$ cat src/rtl/noc_hdr_enc.sv
// noc_hdr_enc: source-side packet injector for the SDM NoC network interface.
// Converts an absolute destination into the relative, digit-encoded XY hop
// address, then emits it as a head flit followed by the payload flits.
// Head flit: [7:0] X byte, [15:8] Y byte, [16] X sign, [17] Y sign, rest zero.
// Each byte is {onehot(mag/4), onehot(mag%4)}. Routers decrement it one hop
// at a time.
module noc_hdr_enc #(
  parameter int DW = 32,
  parameter int LX = 0,
  parameter int LY = 0
) (
  input  logic          clk,
  input  logic          rst_n,
  input  logic          req_vld,
  output logic          req_rdy,
  input  logic [3:0]    req_x,
  input  logic [3:0]    req_y,
  input  logic [3:0]    req_len,
  input  logic [DW-1:0] pl_data,
  input  logic          pl_vld,
  output logic          pl_rdy,
  output logic [DW-1:0] fo_data,
  output logic [1:0]    fo_type,
  output logic          fo_vld,
  input  logic          fo_rdy
);

  localparam logic [3:0] LOC_X = 4'(LX);
  localparam logic [3:0] LOC_Y = 4'(LY);

  localparam logic [1:0] T_BODY   = 2'b00;
  localparam logic [1:0] T_TAIL   = 2'b01;
  localparam logic [1:0] T_HEAD   = 2'b10;
  localparam logic [1:0] T_SINGLE = 2'b11;

  typedef enum logic [1:0] {
    S_IDLE,
    S_HEAD,
    S_BODY
  } state_t;

  // Digit encoding of a 0..15 hop count: high digit one-hot in the upper
  // nibble, low digit one-hot in the lower nibble.
  function automatic logic [7:0] enc_hops(input logic [3:0] mag);
    logic [3:0] hi_oh;
    logic [3:0] lo_oh;
    hi_oh = 4'b0001 << mag[3:2];
    lo_oh = 4'b0001 << mag[1:0];
    return {hi_oh, lo_oh};
  endfunction

  state_t        r_state;
  logic [3:0]    r_rem;
  logic [DW-1:0] r_fo_data;
  logic [1:0]    r_fo_type;
  logic          r_fo_vld;

  state_t        w_state_nxt;
  logic [3:0]    w_rem_nxt;
  logic [DW-1:0] w_data_nxt;
  logic [1:0]    w_type_nxt;
  logic          w_vld_nxt;
  logic          w_req_rdy;
  logic          w_pl_rdy;

  logic          w_x_neg;
  logic          w_y_neg;
  logic [3:0]    w_x_mag;
  logic [3:0]    w_y_mag;
  logic [DW-1:0] w_head;

  // Relative hop magnitudes and direction signs, assembled into the head flit.
  always_comb begin
    w_x_neg = (req_x < LOC_X);
    w_y_neg = (req_y < LOC_Y);
    w_x_mag = w_x_neg ? (LOC_X - req_x) : (req_x - LOC_X);
    w_y_mag = w_y_neg ? (LOC_Y - req_y) : (req_y - LOC_Y);
    w_head        = '0;
    w_head[7:0]   = enc_hops(w_x_mag);
    w_head[15:8]  = enc_hops(w_y_mag);
    w_head[16]    = w_x_neg;
    w_head[17]    = w_y_neg;
  end

  // Next-state and output-register load decisions for the packet sequencer.
  always_comb begin
    // NOTE: every signal gets a default first so no path can infer a latch.
    w_state_nxt = r_state;
    w_rem_nxt   = r_rem;
    w_data_nxt  = r_fo_data;
    w_type_nxt  = r_fo_type;
    w_vld_nxt   = r_fo_vld;
    w_req_rdy   = 1'b0;
    w_pl_rdy    = 1'b0;

    unique case (r_state)
      S_IDLE: begin
        w_req_rdy = 1'b1;
        if (req_vld) begin
          w_data_nxt  = w_head;
          w_type_nxt  = (req_len == 4'd0) ? T_SINGLE : T_HEAD;
          w_vld_nxt   = 1'b1;
          w_rem_nxt   = req_len;
          w_state_nxt = S_HEAD;
        end
      end

      S_HEAD: begin
        // The head is always valid here, so a consumed head can be replaced
        // by the first payload flit in the same cycle.
        w_pl_rdy = fo_rdy && (r_rem != 4'd0);
        if (fo_rdy) begin
          if (r_rem == 4'd0) begin
            w_vld_nxt   = 1'b0;
            w_state_nxt = S_IDLE;
          end else begin
            w_state_nxt = S_BODY;
            if (pl_vld) begin
              w_data_nxt = pl_data;
              w_type_nxt = (r_rem == 4'd1) ? T_TAIL : T_BODY;
              w_vld_nxt  = 1'b1;
              w_rem_nxt  = r_rem - 4'd1;
            end else begin
              w_vld_nxt = 1'b0;
            end
          end
        end
      end

      S_BODY: begin
        w_pl_rdy = (r_rem != 4'd0) && (!r_fo_vld || fo_rdy);
        if (w_pl_rdy && pl_vld) begin
          w_data_nxt = pl_data;
          w_type_nxt = (r_rem == 4'd1) ? T_TAIL : T_BODY;
          w_vld_nxt  = 1'b1;
          w_rem_nxt  = r_rem - 4'd1;
        end else if (r_fo_vld && fo_rdy) begin
          w_vld_nxt = 1'b0;
          // Nothing left to load means the flit just consumed was the tail.
          if (r_rem == 4'd0) begin
            w_state_nxt = S_IDLE;
          end
        end
      end

      default: begin
        w_state_nxt = S_IDLE;
        w_vld_nxt   = 1'b0;
      end
    endcase
  end

  // State, remaining-payload counter and output flit register.
  always_ff @(posedge clk or negedge rst_n) begin
    if (!rst_n) begin
      r_state   <= S_IDLE;
      r_rem     <= 4'd0;
      r_fo_data <= '0;
      r_fo_type <= T_BODY;
      r_fo_vld  <= 1'b0;
    end else begin
      // NOTE: non-blocking assignments keep every register updating from
      // pre-edge values, independent of statement order.
      r_state   <= w_state_nxt;
      r_rem     <= w_rem_nxt;
      r_fo_data <= w_data_nxt;
      r_fo_type <= w_type_nxt;
      r_fo_vld  <= w_vld_nxt;
    end
  end

  assign req_rdy = w_req_rdy;
  assign pl_rdy  = w_pl_rdy;
  assign fo_data = r_fo_data;
  assign fo_type = r_fo_type;
  assign fo_vld  = r_fo_vld;

endmodule

$ cat config.mk
export PLATFORM = sky130hd
export DESIGN_NAME = noc_hdr_enc
export DESIGN_NICKNAME = d
export VERILOG_FILES = /design/src/rtl/noc_hdr_enc.sv
export SDC_FILE = /design/constraint.sdc
export NUM_CORES = 1
export LEC_CHECK = 0
export CAP_MARGIN = 20
export CORE_MARGIN = 2
export CORE_UTILIZATION = 48
export CTS_CLUSTER_DIAMETER = 50
export DETAILED_ROUTE_END_ITERATION = 10
export PLACE_DENSITY = 0.95
export SLEW_MARGIN = 20
export SYNTH_ARGS = -nofsm -noshare
export SYNTH_HDL_FRONTEND = slang
export SYNTH_SLANG_ARGS = --single-unit
$ cat constraint.sdc
create_clock -name clk -period 3.5 [get_ports clk]
set_input_delay 0.7 -clock clk [delete_from_list [all_inputs] [get_ports clk]]
set_output_delay 0.7 -clock clk [all_outputs]
set_load 0.01 [all_outputs]
---- Yosys cells after proc, flatten, opt, wreduce, memory -nomap -nowiden ----
Cells that the tools add are included.
W data, S select, Z words.
cells by class
  $add $sub $neg .......................... 3
  $mul .................................... 0
  div/mod/pow operators ................... 0
  $lt $le $gt $ge ......................... 2
  eq/ne operators ......................... 12
  shifts and indexed selects .............. 4
  muxes and demuxes ....................... 38
  bitwise logic cells ..................... 0
  reductions and logical operators ........ 14
operators with widths
  cell                   number
  $mux W32               5
  $pmux W32 S3           1
  $mux W4                7
  $mux W2                11
  $ne A2 B2 Y1 const B   8
  $shl A1 B2 Y4 const A  4
  $pmux W2 S3            2
  $pmux W4 S3            1
  $mux W1                9
  $logic_not A4 Y1       2
  $lt A4 B1 Y1 const B   2
  $sub A1 B4 Y4 const A  2
  $reduce_and A6 Y1      1
  $reduce_and A5 Y1      1
  $eq A4 B1 Y1 const B   1
  $logic_and A1 B1 Y1    4
  $reduce_bool A4 Y1     1
  $sub A4 B1 Y4 const B  1
  $ne A3 B3 Y1 const B   1
  $pmux W1 S3            1
  $reduce_and A3 Y1      1
  $reduce_bool A3 Y1     1
  $eq A2 B1 Y1 const B   1
  $eq A2 B2 Y1 const B   1
  other kinds (4)        4
storage, ports and cells
  flip-flop bits (word level) ............. 41
  bits in latches ......................... 0
  memory bits (writable) .................. 0
  memory bits (read-only) ................. 0
  bits of input ports ..................... 49
  word-level logic and storage cells ...... 78
  memories kept ........................... 0

---- Longest topological paths before layout ----
Gate-level depths: netlist of run 1.
  depth after elaboration ................. 6
  gate-level depth with buffers ........... 9

---- Worst setup path before layout of run 1 ----
No wires, ideal clock.
  path kind ............................... reg-to-output
  start point ............................. register r_state[0]
  end point ............................... output port pl_rdy
  arrival ................................. 1.700 ns
  data required time ...................... 2.800 ns
  slack ................................... 1.100 ns
  cell stages (with the launch flop) ...... 7
  path buffers ............................ 3
  path through ............................ dfrtp_1 -> inv_1 -> ha_1 -> clkbuf_1 -> clkbuf_1 -> buf_1 -> and3_1
between the ends
  cells in the longest elaborated chain, start to end .. 2
  elaborated cells between the ends (all ways) .. 3
  classes of those cells .................. 2 x eq/ne; 1 x mux
ends and longest elaborated chain
  what                                          RTL line  source
  start: declaration                            52        state_t r_state;
  start signal: assignment                      164       r_state <= w_state_nxt;
  $eq A2 B2 Y1 or $eq A2 B1 Y1 (tied branches)  96        unique case (r_state)
  $pmux W1 S2 (*)                               96
  end: declaration                              21        output logic pl_rdy,
Mark *: on every way between the ends. The rest lies on a longest branch, timed or not.

---- Worst setup path after layout of run 1 ----
  start point ............................. register r_rem[0]
  end point ............................... output port pl_rdy
between the ends
  cells in the longest elaborated chain, start to end .. 3
  elaborated cells between the ends (all ways) .. 4
  classes of those cells .................. 1 x mux; 3 x reduce/logical
ends and longest elaborated chain
  what                                           RTL line  source
  start: declaration                             53        logic [3:0] r_rem;
  start signal: assignment                       165       r_rem <= w_rem_nxt;
  $reduce_bool A4 Y1 (*)                         111, 131
  $logic_and A1 B1 Y1, on equally long branches  131, 111
  $pmux W1 S2 (*)                                96
Marks and branches as above.

==> summary.txt, run 1 <==
Run status
  – Status: completed

Timing
  – RSZ-0062 raised after global routing: false
  – Hold Vio Cnt, Final: 0
  – Tcrit/Tclk final: 81.5%
  – Slew margin rel.: 41.1%
  – Slew Viols, Final: 0
  – Setup ws final: 0.646 ns
  – Slew of the pin with the lowest slew margin: a little under 0.9 ns
  – FMAX: about 350 MHz
  – # setup viols final: 0
  – TNS Setup: 0 ns
  – Min Clock Period, post-route: 2.85 ns
  – Worst clock skew: 0.00622 ns
  – Fin Hold WS: 0.504 ns

Setup path
  – R2R depth: 7
  – CP Capture Type: output port
  – FF-to-FF End: fo_data[22]
  – Req. time, crit path: 2.80 ns
  – R2R Setup Slk: 0.88 ns
  – Crit path DAT: 2.15 ns
  – Worst reg2reg startpoint: r_state[0]
  – Crit. Startpoint: r_rem[0]
  – CP max FO: 6
  – Critical path class: reg2out
  – Crit path launch type: flop
  – Crit path capture: pl_rdy

Route
  – ANT nets after route: 0
  – Vias per cell: 5.16
  – Drt first pass iters: 4
  – Drt wl/cell: 14.1 microns
  – Via count: 1833
  – Drt first-iter violations: 60
  – Drc violations: 0
  – WL final: 5010 microns

Pwr
  – Pwr per Cell Area: around 930 nW/um^2
  – Leakage: 1.49 nW
  – Sequential Power Share: 27.8%
  – Total internal power: about 1.9 mW
  – NetSw: 1.15 mW
  – Max VDD drop: 0.491 mV
  – Sw Share: 38.2%
  – Clock power frac: 11.1%
  – Combinational fraction of design power: 61.1%

Floorplan
  – Die W: approximately 73 microns
  – Die Ht: approximately 73 microns
  – Core ar.: 4660 sq um
  – Die area: 5350 sq um
  – Starting Density: slightly below 50%
  – Num ports: 86
  – Rows: 25

Clock network
  – CTS hold repair buffers: 0
  – Clk slew on worst S/H paths: 0.08 ns
  – CTS tree: built
  – Clock Path Buffers: 2
  – Post-cts resize count: 0
  – Clock tree sinks: 41
  – Post-CTS setup buffers: 0
  – Clk Latency, worst-skew pair: 0.29 ns
  – H-tree Lvls: 2
  – CTS Buf Count: 5
  – Root buf cell: clkbuf_8

Placed design
  – Setup WS pre-CTS: 0.549 ns
  – I/O Buffers: 85
  – GPL Wtd Cong: 0.794
  – Placed Cells: around 350
  – DP Wirelength: 3670 microns

Final layout
  – Most common cell after layout, fill and taps aside: clkdlybuf4s50_1
  – Antenna cells: 0
  – Layout cell share with drive strength beyond 1: 11.3%
  – Post-route insts no fill: 355
  – Layout Nets: 358
  – Number of fill cells: 369
  – Register area: 1030 sq um
  – Most frequent cells in the layout: 84 x clkdlybuf4s50_1, 41 x dfrtp_1, 29 x nand2_1, 28 x inv_1, 18 x mux2i_1
  – P&R area growth vs syn: 40.8%
  – Area of the multi-input gates: 1070 sq um

Yosys
  – Synth Register Bits: 41
  – Post-synthesis sequential area ratio: 44.7%
  – Post-synthesis cell type count: 36
  – Synth area leader: dfrtp_1
  – Syn Area/Cell: 10.6 sq um
  – Synth top area share: 44.7%
  – Synth area leaders: dfrtp_1 45%, mux2i_1 7.9%, mux2_4 5.2%, ha_1 4.9%, mux2_2 4.9%
  – Synth Warn #: 0
  – Syn Inst Count: 217
  – Mapped Area: 2290 sq um
  – Net Count, Synth: 275

Global route
  – Global-route wire length before repair: 8440 microns
  – Vias in the first global route: 1873
  – GRT Total Usage: 20.4%
  – Antenna violations before repair: 0
  – Largest net degree at the start of global routing: 53
  – GRT Residual Overflow: 0

Worst hold path
  – Hold crit path type: reg2reg

Flow run
  – MaxCap Viol Count: 0
[worst min path at each step]
stage | endpoint | start | slack, ns | depth (start not counted)
3_3_place_gp | fo_data[6] | fo_data[6] | 0.48 | 1
3_5_place_dp | fo_data[6] | fo_data[6] | 0.50 | 1
6_report | fo_data[6] | fo_data[6] | 0.50 | 1
5_1_grt | fo_data[6] | fo_data[6] | 0.52 | 1
4_1_cts | fo_data[6] | fo_data[6] | 0.51 | 1
2_1_floorplan | fo_data[0] | rst_n | 0.40 | 0
[cells by family (layout without fill, tap and decap cells)]
logic type	count (synthesis)	in the layout	share of synthesized area, %
and+or+nand+nor	60	60	12.8
DFF	41	41	44.7
buffers and inverters	39	123	8.67
muxes	37	37	18.5
AOI/OAI and AO/OA	31	31	10.4
adders and majority gates	9	9	4.91
[synth_stat cells]
| cell type | count |
|---|---|
| and3_4 | 1 |
| nand4_1 | 6 |
| nor2b_1 | 4 |
| a31o_4 | 1 |
| buf_8 | 1 |
| or3b_1 | 1 |
| dfrtp_1 | 41 |
| nor3_1 | 2 |
| clkbuf_1 | 5 |
| nand3b_1 | 1 |
| a21bo_2 | 1 |
| mux2i_1 | 18 |
| mux2_1 | 1 |
| buf_6 | 1 |
| o21ai_0 | 12 |
| ha_1 | 9 |
| a211oi_1 | 2 |
| o2111ai_2 | 2 |
| mux2_4 | 8 |
| mux2_2 | 10 |
| inv_1 | 28 |
| o31ai_1 | 1 |
| a211o_1 | 1 |
| a21oi_1 | 2 |
| buf_2 | 1 |
| a22o_1 | 8 |
| nand3_1 | 1 |
| nand2b_1 | 5 |
| buf_1 | 1 |
| a32oi_1 | 1 |
| and3_1 | 2 |
| nor2_1 | 6 |
| buf_12 | 2 |
| nor3b_1 | 1 |
| nand2_1 | 29 |
| or3_1 | 1 |
[area by class of cell]
| type | instances | share of cell area [%] |
|---|---|---|
| Sequential cell | 41 | 31.8 |
| Timing Repair Buffer | 87 | 26.7 |
| Tap cell | 54 | 2.09 |
| Clock buffer | 7 | 2.98 |
| Clock inverter | 1 | 0.155 |
| Inverter | 28 | 3.25 |
| Multi-Input combinational cell | 137 | 33.1 |
[power groups by stage]
| stage | clock (mW) | combinational, mW | sequential (mW) |
|---|---|---|---|
| 2_1_floorplan | 0 | 1.25 | 0.900 |
| 3_3_place_gp | 0 | 1.77 | 0.836 |
| 3_5_place_dp | 0 | 1.85 | 0.838 |
| 4_1_cts | 0.341 | 1.85 | 0.837 |
| 5_1_grt | 0.358 | 2.02 | 0.864 |
| 6_report | 0.333 | 1.84 | 0.836 |
[worst max-delay path, stage by stage (launching register included)]
cell	delay [ns]
dfrtp_1	0.41
inv_1	0.13
ha_1	0.17
or3b_1	0.47
and3_1	0.23
clkdlybuf4s50_1	0.47
[per-stage QoR]
stage / area [sq um] / util, % / power (mW)
3_5_place_dp: 3130 / 67.1 / 2.69
3_3_place_gp: 3130 / 67.1 / 2.61
4_1_cts: 3230 / 69.3 / 3.03
5_1_grt: 3230 / 69.3 / 3.25
6_report: 3230 / 69.3 / 3.01
2_1_floorplan: 2290 / - / 2.15
[registers in the layout, summed over array words and instances (netlist names)]
signal	flops
fo_vld	1
fo_data	32
fo_type	2
r_state	2
r_rem	4
[metal layers]
metal | vias to the layer above | track usage (%) | part of all wire, %
met5 | - | 0 | 0
met4 | 0 | 6.17 | 1.4
met3 | 7 | 6.08 | 7.2
met2 | 69 | 34.6 | 48
met1 | 859 | 25.1 | 43
li1 | 898 | - | -
Note: power is estimated with default switching activity, not from simulation.
==> run 2: changes to the inputs <==
--- a/config.mk
+++ b/config.mk
@@ -7,10 +7,10 @@
 export LEC_CHECK = 0
 export CAP_MARGIN = 20
 export CORE_MARGIN = 2
-export CORE_UTILIZATION = 48
+export CORE_UTILIZATION = 44
 export CTS_CLUSTER_DIAMETER = 50
 export DETAILED_ROUTE_END_ITERATION = 10
-export PLACE_DENSITY = 0.95
+export PLACE_DENSITY = 0.89
 export SLEW_MARGIN = 20
 export SYNTH_ARGS = -nofsm -noshare
 export SYNTH_HDL_FRONTEND = slang
==> constraint.sdc (replaced) <==
create_clock -name clk -period 2.68 [get_ports clk]
set_input_delay 0.536 -clock clk [delete_from_list [all_inputs] [get_ports clk]]
set_output_delay 0.536 -clock clk [all_outputs]
set_load 0.01 [all_outputs]
==> run 2 against run 1 <==
Net effect:
- via count increased by 1.6%
- cell count grew 5.1%
- combinational power increased by 38%
- utilization down 3.9 points
- sequential share of layout area shrank 0.85 points
- critical path depth unchanged
- setup slack lost 0.53 ns
- clock power up 49%
- critical path type unchanged
==> summary.txt, run 2 (synthesis results as in run 1) <==
Setup path
  – Critical path class: reg2out
  – Cell chain of the critical path: inv_1 -> ha_1 -> or3b_4 -> and3_1 -> clkdlybuf4s50_1
  – Worst reg2reg startpoint: r_state[0]
  – R2R Setup Slk: 0.47 ns
  – R2R depth: 8
  – Crit-path slowest cell: clkdlybuf4s50_1
  – CP max FO: 6
  – FF-to-FF End: fo_data[8]
  – CP Capture Type: output port
  – CP delay by family, top: simple AND/OR/NAND/NOR gates
  – Crit path DAT: 2.03 ns
  – Req. time, crit path: 2.14 ns
  – Buf/Inv on CP: 2
  – Max stage delay on crit path: 0.47 ns
  – Crit path launch type: flop

Floorplan
  – Starting Density: 45.2%
  – Die W: 76.2 microns
  – Rows: 26
  – Die area: 5810 sq um
  – Num ports: 86
  – Core ar.: 5070 sq um
  – Die Ht: between 70 and 80 microns

Timing
  – Slew margin rel.: between 40% and 50%
  – TNS Setup: 0 ns
  – FMAX: 390 MHz
  – RSZ-0062 raised after global routing: false
  – Min Clock Period, post-route: 2.57 ns
  – Worst clock skew: 0.00465 ns
  – Slew of the pin with the lowest slew margin: 0.898 ns
  – Tcrit/Tclk final: a little over nine tenths
  – # setup viols final: 0
  – Slew Viols, Final: 0
  – Hold Vio Cnt, Final: 0

Global route
  – Vias in the first global route: 1940
  – Global-route wire length before repair: 8600 microns
  – Largest net degree at the start of global routing: 53
  – Antenna violations before repair: 0
  – GRT Total Usage: 18.3%
  – GRT Residual Overflow: 0

Placed design
  – I/O Buffers: 85
  – DP Wirelength: 3810 microns
  – Placed Cells: between 300 and 400
  – GPL Wtd Cong: 0.858

Clock network
  – Clk Latency, worst-skew pair: 0.29 ns
  – Clk slew on worst S/H paths: ~0.080 ns
  – Clock Path Buffers: 2
  – CTS hold repair buffers: 0
  – CTS tree: built
  – Root buf cell: clkbuf_8
  – Clock tree sinks: 41
  – Post-CTS setup buffers: 0
  – CTS Buf Count: 5
  – H-tree Lvls: 2
  – Post-cts resize count: 0

Final layout
  – Most common cell after layout, fill and taps aside: clkdlybuf4s50_1
  – Antenna cells: 0
  – Layout Nets: 360
  – Post-route insts no fill: 373
  – P&R area growth vs syn: 44.7%
  – Layout cell share with drive strength beyond 1: 12.5%
  – Max reg flops: 32
  – Most frequent cells in the layout: 84 x clkdlybuf4s50_1, 41 x dfrtp_1, 29 x nand2_1, 28 x inv_1, 18 x mux2i_1

Route
  – Via count: 1862
  – Drt first pass iters: 5
  – ANT nets after route: 0
  – Drt first-iter violations: 63
  – Vias per cell: 4.99
  – Drt wl/cell: between 10 and 15 microns
  – Drc violations: 0
  – WL final: 5070 microns

Worst hold path
  – Hold crit path type: in2async

Flow run
  – MaxCap Viol Count: 0

Pwr
  – Max VDD drop: 0.816 mV
  – Final Power: 4.11 mW
  – Pwr per Cell Area: 1240 nW/um^2
  – Leakage: 1.51 nW

Run status
  – Status: completed
==> run 2: cell types whose count changed in the layout (fill, tap and decap cells not counted), sizes merged <==
cell and delta:
clkinvlp +1, bufinv +1, buf +2, clkbuf -2
==> run 2: power by group <==
group | total [mW] | internal (mW) | switching (mW) | leakage (nW)
combinational | 2.53 | 1.38 | 1.15 | 0.944
sequential | 1.09 | 0.912 | 0.176 | 0.516
clock | 0.495 | 0.279 | 0.216 | 0.0543
==> run 2: worst max-delay path by stage <==
stage / start / to / slack [ns] / depth (start not counted)
final: r_rem[0] / pl_rdy / 0.11 / 5
after global routing: r_rem[0] / pl_rdy / 0.03 / 5
after CTS: r_rem[0] / pl_rdy / 0.04 / 5
after detailed placement: fo_rdy / pl_rdy / 0.24 / 5
after global placement: fo_rdy / pl_rdy / 0.28 / 5
after floorplan: r_state[0] / pl_rdy / 0.44 / 6
==> run 2: metrics by stage <==
stage          hold WS (ns)  util [%]  setup slack, ns  instance area, sq um
2_1_floorplan         0.240         -            0.444                  2290
5_1_grt               0.447      65.4           0.0337                  3320
4_1_cts               0.392      65.1           0.0384                  3300
3_3_place_gp          0.468      62.8            0.279                  3190
3_5_place_dp          0.493      62.8            0.241                  3190
6_report              0.370      65.4            0.114                  3320
==> run 2: layout make-up <==
class	instances	area, sq um
Inverter	28	105
Clock inverter	3	46.3
Tap cell	70	87.6
Multi-Input combinational cell	137	1080
Timing Repair Buffer	89	901
Fill cell	413	1760
Sequential cell	41	1030
Clock buffer	5	68.8
==> run 2: routing by layer <==
layer / track usage (%) / share of wire [%] / up-vias
met5: 0 / 0 / -
met1: 20.4 / 41 / 890
li1: - / - / 904
met2: 33.8 / 52 / 64
met3: 5.33 / 6.1 / 4
met4: 5.27 / 0.61 / 0
==> run 3: changes to the inputs <==
--- a/config.mk
+++ b/config.mk
@@ -6,11 +6,14 @@
 export NUM_CORES = 1
 export LEC_CHECK = 0
 export CAP_MARGIN = 20
+export CORE_ASPECT_RATIO = 0.7
 export CORE_MARGIN = 2
 export CORE_UTILIZATION = 44
 export CTS_CLUSTER_DIAMETER = 50
 export DETAILED_ROUTE_END_ITERATION = 10
+export GPL_TIMING_DRIVEN = 0
 export PLACE_DENSITY = 0.89
+export SETUP_SLACK_MARGIN = 0.05
 export SLEW_MARGIN = 20
 export SYNTH_ARGS = -nofsm -noshare
 export SYNTH_HDL_FRONTEND = slang
==> run 3 against run 2 <==
Net effect:
- combinational power up 8%
- clock-buffer cell count did not move
- fmax rose by 5.4%
- register-to-register slack lost 0.11 ns
- critical path type unchanged
- non-clock buffer count grew 8
- largest cell class unchanged
- cell count is 1.9% higher
- wire length rose by 8.7%
- die area increased by 0.16%
- worst hold slack got worse by 0.28 ns
- clock skew is 0.00064 ns lower
==> summary.txt, run 3 (synthesis results as in run 1) <==
Timing
  – Slew Viols, Final: 0
  – Hold Vio Cnt, Final: 0
  – Fin Hold WS: 0.0935 ns
  – Tcrit/Tclk final: 90.9%
  – Worst clock skew: ~0.0040 ns
  – Slew margin rel.: 66.0%
  – TNS Setup: 0 ns
  – Slew of the pin with the lowest slew margin: 0.510 ns
  – # setup viols final: 0
  – FMAX: 411 MHz
  – Min Clock Period, post-route: 2.44 ns
  – RSZ-0062 raised after global routing: false

Floorplan
  – Die area: 5820 sq um
  – Starting Density: between 40% and 50%
  – Core ar.: a little under 5000 sq um
  – Rows: 21
  – Die W: 90.3 microns
  – Num ports: 86
  – Die Ht: 64.4 microns

Placed design
  – Area after DPL: around 3200 sq um
  – GPL Wtd Cong: roughly 0.84
  – Placed Cells: 372
  – I/O Buffers: 85
  – DP Wirelength: 4210 microns

Final layout
  – Antenna cells: 0
  – Post-route insts no fill: 380
  – Max reg flops: 32
  – Layout Nets: roughly 370
  – Post-route cell area: 3410 sq um
  – P&R area growth vs syn: 48.8%
  – Most common cell after layout, fill and taps aside: clkdlybuf4s50_1
  – Most frequent cells in the layout: 83 x clkdlybuf4s50_1, 41 x dfrtp_1, 29 x nand2_1, 28 x inv_1, 18 x mux2i_1
  – Number of fill cells: 385
  – Layout cell share with drive strength beyond 1: around 14%

Flow run
  – MaxCap Viol Count: 0

Pwr
  – Max VDD drop: 0.643 mV
  – Final Power: around 4.4 mW
  – Pwr per Cell Area: 1290 nW/um^2
  – Leakage: 1.57 nW

Setup path
  – Crit-path slowest cell: dfrtp_1
  – Max stage delay on crit path: 0.40 ns
  – Critical path class: reg2out
  – CP max FO: 6
  – CP Capture Type: output port
  – CP delay by family, top: buffers and inverters
  – Cell chain of the critical path: inv_1 -> ha_1 -> or3b_1 -> buf_2 -> and3_1 -> dlygate4sd2_1
  – Req. time, crit path: 2.14 ns
  – Buf/Inv on CP: 3
  – Crit path launch type: flop
  – Crit path DAT: 1.90 ns

Clock network
  – Clk Latency, worst-skew pair: 0.29 ns
  – CTS hold repair buffers: 0
  – Clock tree sinks: 41
  – CTS Buf Count: 5
  – Clock Path Buffers: 2
  – CTS tree: built
  – Clk slew on worst S/H paths: around 0.08 ns
  – Root buf cell: clkbuf_8
  – H-tree Lvls: 2

Route
  – Vias per cell: 5.05
  – Drt first-iter violations: 56
  – Drt first pass iters: 4
  – ANT nets after route: 0
  – Via count: 1918
  – Drc violations: 0
  – WL final: 5510 microns
  – Drt wl/cell: ~14 microns

Run status
  – Status: completed

Global route
  – GRT Total Usage: 20.4%
  – Global-route wire length before repair: 9340 microns
  – Antenna violations before repair: 0
  – Largest net degree at the start of global routing: 33
  – GRT Residual Overflow: 0
  – Vias in the first global route: roughly 2k

Worst hold path
  – Hold crit path type: in2async
[run 3: cell count changes in the layout (fill, tap and decap cells not counted), sizes merged]
| cell | delta |
|---|---|
| bufinv | +1 |
| dlygate4sd2 | +1 |
| clkinvlp | -1 |
| clkbuf | +4 |
| clkinv | -1 |
| inv | +1 |
| clkdlybuf4s50 | -1 |
| buf | +4 |
[run 3: per-stage QoR]
stage,setup WS (ns),utilization (%)
after floorplan,0.444,-
after CTS,0.237,69.8
after global routing,0.161,69.8
final,0.245,69.8
after detailed placement,-0.600,66.4
after global placement,-0.540,66.1
[run 3: worst paths after layout]
kind | slack [ns] | cells past startpoint | end | from
max in group asynchronous | 2.15 | 2 | fo_data[25] | rst_n
setup reg to reg | 0.36 | 8 | fo_data[23] | r_state[1]
min in group clk | 0.51 | 1 | fo_data[14] | fo_data[14]
hold reg to reg | 0.51 | 1 | fo_data[14] | fo_data[14]
hold / removal | 0.09 | 1 | fo_data[29] | rst_n
setup / recovery | 0.24 | 6 | pl_rdy | r_rem[0]
[run 3: repair_timing]
action	CTS	global route
endpoints found under the setup margin	1	0
gates resized for setup	6	0
hold endpoints to repair	0	0
setup buffers	2	0
[run 3: layer usage]
metal | share of wire (%) | GRT usage [%] | vias to the layer above
li1 | - | - | 922
met1 | 45 | 24.7 | 921
met3 | 7.6 | 6.60 | 5
met5 | 0 | 0 | -
met2 | 47 | 34.6 | 70
met4 | 0.80 | 6.73 | 0
[run 3: final cells by class]
class	instances	area [sq um]	area share, %
multi-input cells	137	1080	31.7
flip-flops and latches	41	1030	30.1
repair buffers	88	880	25.8
inverters	28	105	3.08
plain buffers	9	96.3	2.82
well taps	69	86.3	2.53
clock buffers	5	68.8	2.02
clock inverters	3	68.8	2.02
[run 3: power breakdown]
| group | switching (mW) | leakage [nW] | internal, mW | total [mW] |
|---|---|---|---|---|
| clock network | 0.221 | 0.0687 | 0.375 | 0.596 |
| registers | 0.162 | 0.516 | 0.912 | 1.07 |
| logic | 1.23 | 0.984 | 1.48 | 2.72 |
[run 3: worst reg2reg max path, stage by stage (launching register included)]
cell     delay (ns)
dfrtp_1        0.41
inv_1          0.13
ha_1           0.27
nor2b_1        0.19
nor3_1         0.40
and3_4         0.31
buf_8          0.17
buf_12         0.16
mux2i_1        0.21
